===== src/rtl/data_ram_pkg.sv =====
`default_nettype none
// ============================================================================
// Module      : data_ram_pkg
// Description : Shared state encoding and default geometry for data_ram.
// Revision    : 1.0  initial release
// ============================================================================
package data_ram_pkg;

    localparam int c_DEFAULT_DATA_W = 8;
    localparam int c_DEFAULT_ADDR_W = 8;
    localparam int c_DEFAULT_DEPTH  = 256;

    typedef enum logic [1:0] {
        CLEAR = 2'd0,
        IDLE  = 2'd1,
        RESP  = 2'd2
    } state_t;

endpackage
`default_nettype wire


===== src/rtl/data_ram_if.sv =====
`default_nettype none
// ============================================================================
// Module      : data_ram_if
// Description : Command/response bundle between a requester and data_ram.
// Revision    : 1.0  initial release
// ============================================================================
interface data_ram_if #(
    parameter int DATA_W = data_ram_pkg::c_DEFAULT_DATA_W,
    parameter int ADDR_W = data_ram_pkg::c_DEFAULT_ADDR_W
);

    logic              req_valid;
    logic              req_ready;
    logic              write_enable;
    logic [ADDR_W-1:0] addr;
    logic [DATA_W-1:0] data_in;
    logic              rsp_valid;
    logic              rsp_ready;
    logic [DATA_W-1:0] data_out;
    logic              rsp_err;
    logic              busy;

    modport master (
        output req_valid, write_enable, addr, data_in, rsp_ready,
        input  req_ready, rsp_valid, data_out, rsp_err, busy
    );

    modport slave (
        input  req_valid, write_enable, addr, data_in, rsp_ready,
        output req_ready, rsp_valid, data_out, rsp_err, busy
    );

endinterface
`default_nettype wire


===== src/rtl/data_ram_array.sv =====
`default_nettype none
// ============================================================================
// Module      : data_ram_array
// Description : DEPTH x DATA_W storage, one synchronous write and one
//               synchronous read port, no reset.
// Revision    : 1.0  initial release
// ============================================================================
module data_ram_array #(
    parameter int DATA_W = data_ram_pkg::c_DEFAULT_DATA_W,
    parameter int DEPTH  = data_ram_pkg::c_DEFAULT_DEPTH,
    parameter int IDX_W  = $clog2(DEPTH)
) (
    input  wire logic              clk,
    input  wire logic              i_wr_en,
    input  wire logic [IDX_W-1:0]  i_wr_addr,
    input  wire logic [DATA_W-1:0] i_wr_data,
    input  wire logic              i_rd_en,
    input  wire logic [IDX_W-1:0]  i_rd_addr,
    output logic      [DATA_W-1:0] o_rd_data
);

    logic [DATA_W-1:0] r_mem [DEPTH];

    always_ff @(posedge clk) begin
        if (i_wr_en) begin
            r_mem[i_wr_addr] <= i_wr_data;
        end
        if (i_rd_en) begin
            o_rd_data <= r_mem[i_rd_addr];
        end
    end

endmodule
`default_nettype wire


===== src/rtl/data_ram.sv =====
`default_nettype none
// ============================================================================
// Module      : data_ram
// Description : Single-port word RAM with valid/ready command and response
//               handshake, range checking and an optional zero sweep after
//               reset (compiled in by DATA_RAM_CLEAR_EN).
// Revision    : 1.0  initial release
// ============================================================================
module data_ram #(
    parameter int DATA_W = data_ram_pkg::c_DEFAULT_DATA_W,
    parameter int ADDR_W = data_ram_pkg::c_DEFAULT_ADDR_W,
    parameter int DEPTH  = data_ram_pkg::c_DEFAULT_DEPTH
) (
    input wire logic  clk,
    input wire logic  rst_n,
    data_ram_if.slave bus
);

    import data_ram_pkg::*;

    localparam int c_IDX_W = $clog2(DEPTH);

`ifdef DATA_RAM_CLEAR_EN
    localparam state_t            c_RST_STATE = CLEAR;
    localparam logic [c_IDX_W-1:0] c_LAST_IDX = c_IDX_W'(DEPTH - 1);
`else
    localparam state_t            c_RST_STATE = IDLE;
`endif

    state_t              r_state;
    logic                r_rsp_valid;
    logic                r_rsp_err;
    logic                r_rd_sel;

    logic [ADDR_W-1:0]   w_addr;
    logic [c_IDX_W-1:0]  w_idx;
    logic                w_in_range;
    logic                w_req_ready;
    logic                w_accept;
    logic                w_wr_cmd;
    logic                w_wr_en;
    logic [c_IDX_W-1:0]  w_wr_addr;
    logic [DATA_W-1:0]   w_wr_data;
    logic                w_rd_en;
    logic [DATA_W-1:0]   w_rd_data;

    assign w_addr     = bus.addr;
    assign w_idx      = w_addr[c_IDX_W-1:0];
    assign w_in_range = (32'(w_addr) < DEPTH);

    // In RESP a new command may ride on the same edge that consumes the response.
    always_comb begin
        w_req_ready = 1'b0;
        case (r_state)
            IDLE:    w_req_ready = 1'b1;
            RESP:    w_req_ready = bus.rsp_ready;
            default: w_req_ready = 1'b0;
        endcase
    end

    assign w_accept = rst_n & bus.req_valid & w_req_ready;
    assign w_wr_cmd = w_accept & bus.write_enable & w_in_range;
    assign w_rd_en  = w_accept & ~bus.write_enable & w_in_range;

`ifdef DATA_RAM_CLEAR_EN
    logic [c_IDX_W-1:0] r_clear_ptr;
    logic               w_clearing;

    assign w_clearing = (r_state == CLEAR);
    assign w_wr_en    = rst_n & (w_clearing | w_wr_cmd);
    assign w_wr_addr  = w_clearing ? r_clear_ptr : w_idx;
    assign w_wr_data  = w_clearing ? '0 : bus.data_in;
    assign bus.busy   = w_clearing;
`else
    assign w_wr_en    = w_wr_cmd;
    assign w_wr_addr  = w_idx;
    assign w_wr_data  = bus.data_in;
    assign bus.busy   = 1'b0;
`endif

    always_ff @(posedge clk) begin
        if (!rst_n) begin
            r_state     <= c_RST_STATE;
            r_rsp_valid <= 1'b0;
            r_rsp_err   <= 1'b0;
            r_rd_sel    <= 1'b0;
`ifdef DATA_RAM_CLEAR_EN
            r_clear_ptr <= '0;
`endif
        end else begin
            case (r_state)
`ifdef DATA_RAM_CLEAR_EN
                CLEAR: begin
                    if (r_clear_ptr == c_LAST_IDX) begin
                        r_clear_ptr <= '0;
                        r_state     <= IDLE;
                    end else begin
                        r_clear_ptr <= r_clear_ptr + 1'b1;
                    end
                end
`endif
                IDLE, RESP: begin
                    if (w_accept && !bus.write_enable) begin
                        r_state     <= RESP;
                        r_rsp_valid <= 1'b1;
                        r_rsp_err   <= ~w_in_range;
                        r_rd_sel    <= w_in_range;
                    end else if (r_state == RESP && bus.rsp_ready) begin
                        r_state     <= IDLE;
                        r_rsp_valid <= 1'b0;
                        r_rsp_err   <= 1'b0;
                    end
                end
                default: r_state <= IDLE;
            endcase
        end
    end

    // Out-of-range reads and the reset state present zero instead of stale array data.
    assign bus.req_ready = w_req_ready;
    assign bus.rsp_valid = r_rsp_valid;
    assign bus.rsp_err   = r_rsp_err;
    assign bus.data_out  = r_rd_sel ? w_rd_data : '0;

    data_ram_array #(
        .DATA_W (DATA_W),
        .DEPTH  (DEPTH),
        .IDX_W  (c_IDX_W)
    ) u_array (
        .clk       (clk),
        .i_wr_en   (w_wr_en),
        .i_wr_addr (w_wr_addr),
        .i_wr_data (w_wr_data),
        .i_rd_en   (w_rd_en),
        .i_rd_addr (w_idx),
        .o_rd_data (w_rd_data)
    );

endmodule
`default_nettype wire


===== src/flat_wrapper.sv =====
// flat-port wrapper written by rule: the top's interface ports become plain ports
module data_ram_flat import data_ram_pkg::*;
#(
    parameter int DATA_W = data_ram_pkg::c_DEFAULT_DATA_W,
    parameter int ADDR_W = data_ram_pkg::c_DEFAULT_ADDR_W,
    parameter int DEPTH  = data_ram_pkg::c_DEFAULT_DEPTH
)
  (clk, rst_n, bus_req_valid, bus_write_enable, bus_addr, bus_data_in, bus_rsp_ready, bus_req_ready, bus_rsp_valid, bus_data_out, bus_rsp_err, bus_busy);
  data_ram_if #(.DATA_W(DATA_W), .ADDR_W(ADDR_W)) bus_i ();
  input wire logic clk;
  input wire logic rst_n;
  input wire logic [$bits(bus_i.req_valid)-1:0] bus_req_valid;
  input wire logic [$bits(bus_i.write_enable)-1:0] bus_write_enable;
  input wire logic [$bits(bus_i.addr)-1:0] bus_addr;
  input wire logic [$bits(bus_i.data_in)-1:0] bus_data_in;
  input wire logic [$bits(bus_i.rsp_ready)-1:0] bus_rsp_ready;
  output wire logic [$bits(bus_i.req_ready)-1:0] bus_req_ready;
  output wire logic [$bits(bus_i.rsp_valid)-1:0] bus_rsp_valid;
  output wire logic [$bits(bus_i.data_out)-1:0] bus_data_out;
  output wire logic [$bits(bus_i.rsp_err)-1:0] bus_rsp_err;
  output wire logic [$bits(bus_i.busy)-1:0] bus_busy;
  assign bus_i.req_valid = bus_req_valid;
  assign bus_i.write_enable = bus_write_enable;
  assign bus_i.addr = bus_addr;
  assign bus_i.data_in = bus_data_in;
  assign bus_i.rsp_ready = bus_rsp_ready;
  assign bus_req_ready = bus_i.req_ready;
  assign bus_rsp_valid = bus_i.rsp_valid;
  assign bus_data_out = bus_i.data_out;
  assign bus_rsp_err = bus_i.rsp_err;
  assign bus_busy = bus_i.busy;
  data_ram #(.DATA_W(DATA_W), .ADDR_W(ADDR_W), .DEPTH(DEPTH)) u_core (.clk(clk), .rst_n(rst_n), .bus(bus_i));
endmodule

===== config.mk =====
export PLATFORM = sky130hd
export DESIGN_NAME = data_ram_flat
export DESIGN_NICKNAME = d
export VERILOG_FILES = /design/src/rtl/data_ram_pkg.sv /design/src/rtl/data_ram_if.sv /design/src/rtl/data_ram_array.sv /design/src/rtl/data_ram.sv /design/src/flat_wrapper.sv
export SDC_FILE = /design/constraint.sdc
export NUM_CORES = 2
export LEC_CHECK = 0
export CORE_MARGIN = 10
export CORE_UTILIZATION = 42
export DETAILED_ROUTE_END_ITERATION = 12
export PLACE_DENSITY = 0.61
export SYNTH_ARGS = -nofsm -noshare
export SYNTH_HDL_FRONTEND = slang
export SYNTH_SLANG_ARGS = --single-unit

===== constraint.sdc =====
create_clock -name clk -period 5.3 [get_ports clk]
set_input_delay 0.795 -clock clk [delete_from_list [all_inputs] [get_ports clk]]
set_output_delay 0.795 -clock clk [all_outputs]
set_load 0.01 [all_outputs]

==> results.md <==
* Status: finished clean
* Antenna violations before repair at 12
* Cell taking the most area after synthesis: edfxtp_1
* Clk root buf: clkbuf_16
* Slew @ Worst Pin at 1.13 ns
* Top post-synthesis cells by area: edfxtp_1 (79%), mux4_2 (15%), a22oi_1 (2.4%)
* Clock Skews at 0.0362 ns
* Vias at 37400
* Synth warn at 0
* Synth Flop Type: edfxtp_1
* Count of cell types in the netlist at 28
* Fin crit period at 3.88 ns
* Leak Pwr at 26.9 nW
* Per-cell routed wire length at 30.1 microns
* I/O pin cnt at 33
* Cts bufs inserted at 197
* Final Hold Fails at 0
* Mapped Avg Cell Area at 22.1 sq um
* Slowest stage cell, crit path: nor3_1
* Mux cell area share after synthesis at 14.7%
* CTS sink count at 2060
* Slew HR at 24.3%
* Filler cell count in the final layout at 15100
* Largest net degree at the start of global routing at 146
* Clk buf depth at 3
* Via/cell ratio at 5.87
* Max-Cap Viols at 0
* Cells after synthesis at 3556
* Pwr dens at 373 mW/mm^2
* Final period util at 73.2%
* Setup TNS Final at 0 ns
* RSZ-0062 raised after global routing: no
* Register bit total from synthesis at 2060
* CP Launch Type: flop
* Mapped Area at 0.0786 sq mm
* Data arrival, critical path at 4.31 ns
* Adder-cell share of the synthesized area at 0.0318%
* Starting DRT DRC Count at 4385
* Post-synth top area share at 78.5%
* Endpoint kind of the worst setup timing path: flop
* IO buf count at 30
* Vias in the first global route at 37400
* # Post-CTS Setup Buffers at 0
* Pins Over Slew Limit at 0
* Post-CTS Resized at 0
* Max H-tree Level at 4
* Dpl hpwl at 114000 microns
* Dpl cells at 6011
* Worst skew pair latency at 0.83 ns
* VDD IR max at 392 uV
* Nets at 3753
* Die X at 453 microns
* Reg clk slew, reported paths at 0.06 ns
* First-pass GRT wire length at 276000 microns
* Drt pass-1 iters at 5
* CTS tree: built
* GPL Wtd Cong at 0.805
* DRC at 0
* Post-synthesis sequential area ratio at 78.6%
* Final ANT Viol Nets at 0
* Fmax achieved at 258 MHz
* Drt total wl at 192000 microns
* Post-Layout Cell Count at 6376
* Endpoints failing setup at 0
* # rows at 158
* Layout cell share with drive strength beyond 1 at 25.5%
* Gr usage total at 18.4%
* Largest family of logic cells by synthesized area: multiplexers
* # hold bufs at CTS at 0
* Initial core utilization at 42.3%
* Xor/xnor share of the synthesized area at 0%
* Core box area at 0.186 sq mm
* Die H at 453 microns
* WP data required at 5.73 ns
* Simple-gate share of the synthesized area at 1.68%
* Die Area at 0.205 sq mm
* Crit Path Class: reg -> reg
* EDFF count, synth at 2056
* Asr flop ratio synth at 0%
* Worst-path cell chain: inv_1 > ha_1 > nor2b_1 > nand4_1 > nor3_1 > nand2_2 > buf_4 > nor2_1
* Grt total ovfl at 0
* Highest fanout seen on the critical path at 9
* FF/Latch Area at 0.0618 sq mm
* Compound-Gate Fraction of Synth Area at 3.67%
* Area Growth Syn to Fin at 13.4%
* CP peak stage delay at 0.63 ns
* Worst Hold Class: in -> reg
* Area of the multi-input gates at 0.0159 sq mm
==> flip-flops by register name, summed over array words and instances, names as in the netlist <==
name / cells
u_core.u_array.r_mem: 2048
u_core.r_state: 2
u_core.u_array.o_rd_data: 8
u_core.r_rd_sel: 1
u_core.bus.rsp_valid: 1
==> worst paths after layout <==
check                                       start  slack [ns]  depth (start not counted)                           end
worst max register to register  u_core.r_state[0]        1.42                          8   u_core.u_array.r_mem[69][1]
worst min register to register  u_core.r_state[0]        0.50                          2             u_core.r_state[0]
worst max-delay path            u_core.r_state[0]        1.42                          8   u_core.u_array.r_mem[69][1]
worst min-delay path               bus_data_in[5]        0.41                          1  u_core.u_array.r_mem[193][5]
==> cell families (layout without fill, tap and decap cells) <==
| family | count (synthesis) | count (layout) |
|---|---|---|
| AOI/OAI and AO/OA | 422 | 422 |
| adders and majority gates | 2 | 2 |
| buffers and inverters | 230 | 565 |
| DFF | 2060 | 2060 |
| muxes | 512 | 512 |
| other | 1 | 6 |
| and+or+nand+nor | 329 | 329 |
==> final cells by class <==
type	instances	area share [%]
flip-flops and latches	2060	69.3
multi-input cells	1267	17.8
clock buffers	238	5.75
well taps	2480	3.48
repair buffers	200	2.27
clock inverters	123	1.34
inverters	4	0.0168
diodes	4	0.0112
==> placed cells by master, fill, tap and decap left out, types with 10 or more instances in the layout <==
cell type and count:
mux4_2 512, nand2_1 14, a21oi_1 128, bufinv_16 18, edfxtp_1 2056, a22oi_1 256
clkdlybuf4s50_1 20, o41ai_1 30, clkinv_2 31, clkbuf_16 199, clkinv_1 47, nor2_1 259
clkinvlp_4 11, clkbuf_1 39, buf_4 138, nand2_2 16, buf_8 10, buf_12 32
==> worst max-delay path: cells and delay by family (launching register included) <==
kind | cells | cell delay [ns]
simple gates | 5 | 2.34
buf+inv | 2 | 0.48
flops | 1 | 0.33
fa+ha+maj | 1 | 0.32
==> where the power goes <==
group / leakage (nW) / internal (W) / total, W / switching (W)
clock network: 3.06 / 0.00778 / 0.0138 / 0.00603
registers: 18.5 / 0.0179 / 0.0179 / 0.0000100
logic: 5.33 / 0.000547 / 0.00150 / 0.000956
==> through the flow <==
step	cell area (sq um)	setup WS, ns	hold WS, ns	total power, W	util (%)
global placement	82800	0.884	0.489	0.0198	44.6
global route	89100	1.27	0.400	0.0342	48.0
floorplan	78600	2.29	0.470	0.0191	-
detailed placement	82800	0.890	0.496	0.0198	44.6
CTS	89100	1.46	0.379	0.0335	48.0
finish	89200	1.42	0.409	0.0333	48.0
==> routing by layer <==
| metal | GRT usage, % | wire length [microns] |
|---|---|---|
| met5 | 0 | 53 |
| met4 | 5.64 | 5760 |
| met3 | 3.77 | 15300 |
| met2 | 28.8 | 91700 |
| met1 | 26.1 | 79100 |
==> synth_stat cells (all sizes together) (5+ instances only) <==
| cell type | n |
|---|---|
| edfxtp | 2056 |
| mux4 | 512 |
| nor2 | 260 |
| a22oi | 256 |
| clkbuf | 145 |
| a21oi | 128 |
| buf | 81 |
| o41ai | 32 |
| nand2 | 30 |
| and2 | 10 |
| nand4 | 9 |
| nor2b | 8 |
| nand3 | 5 |
(Power assumes the default switching activity.)
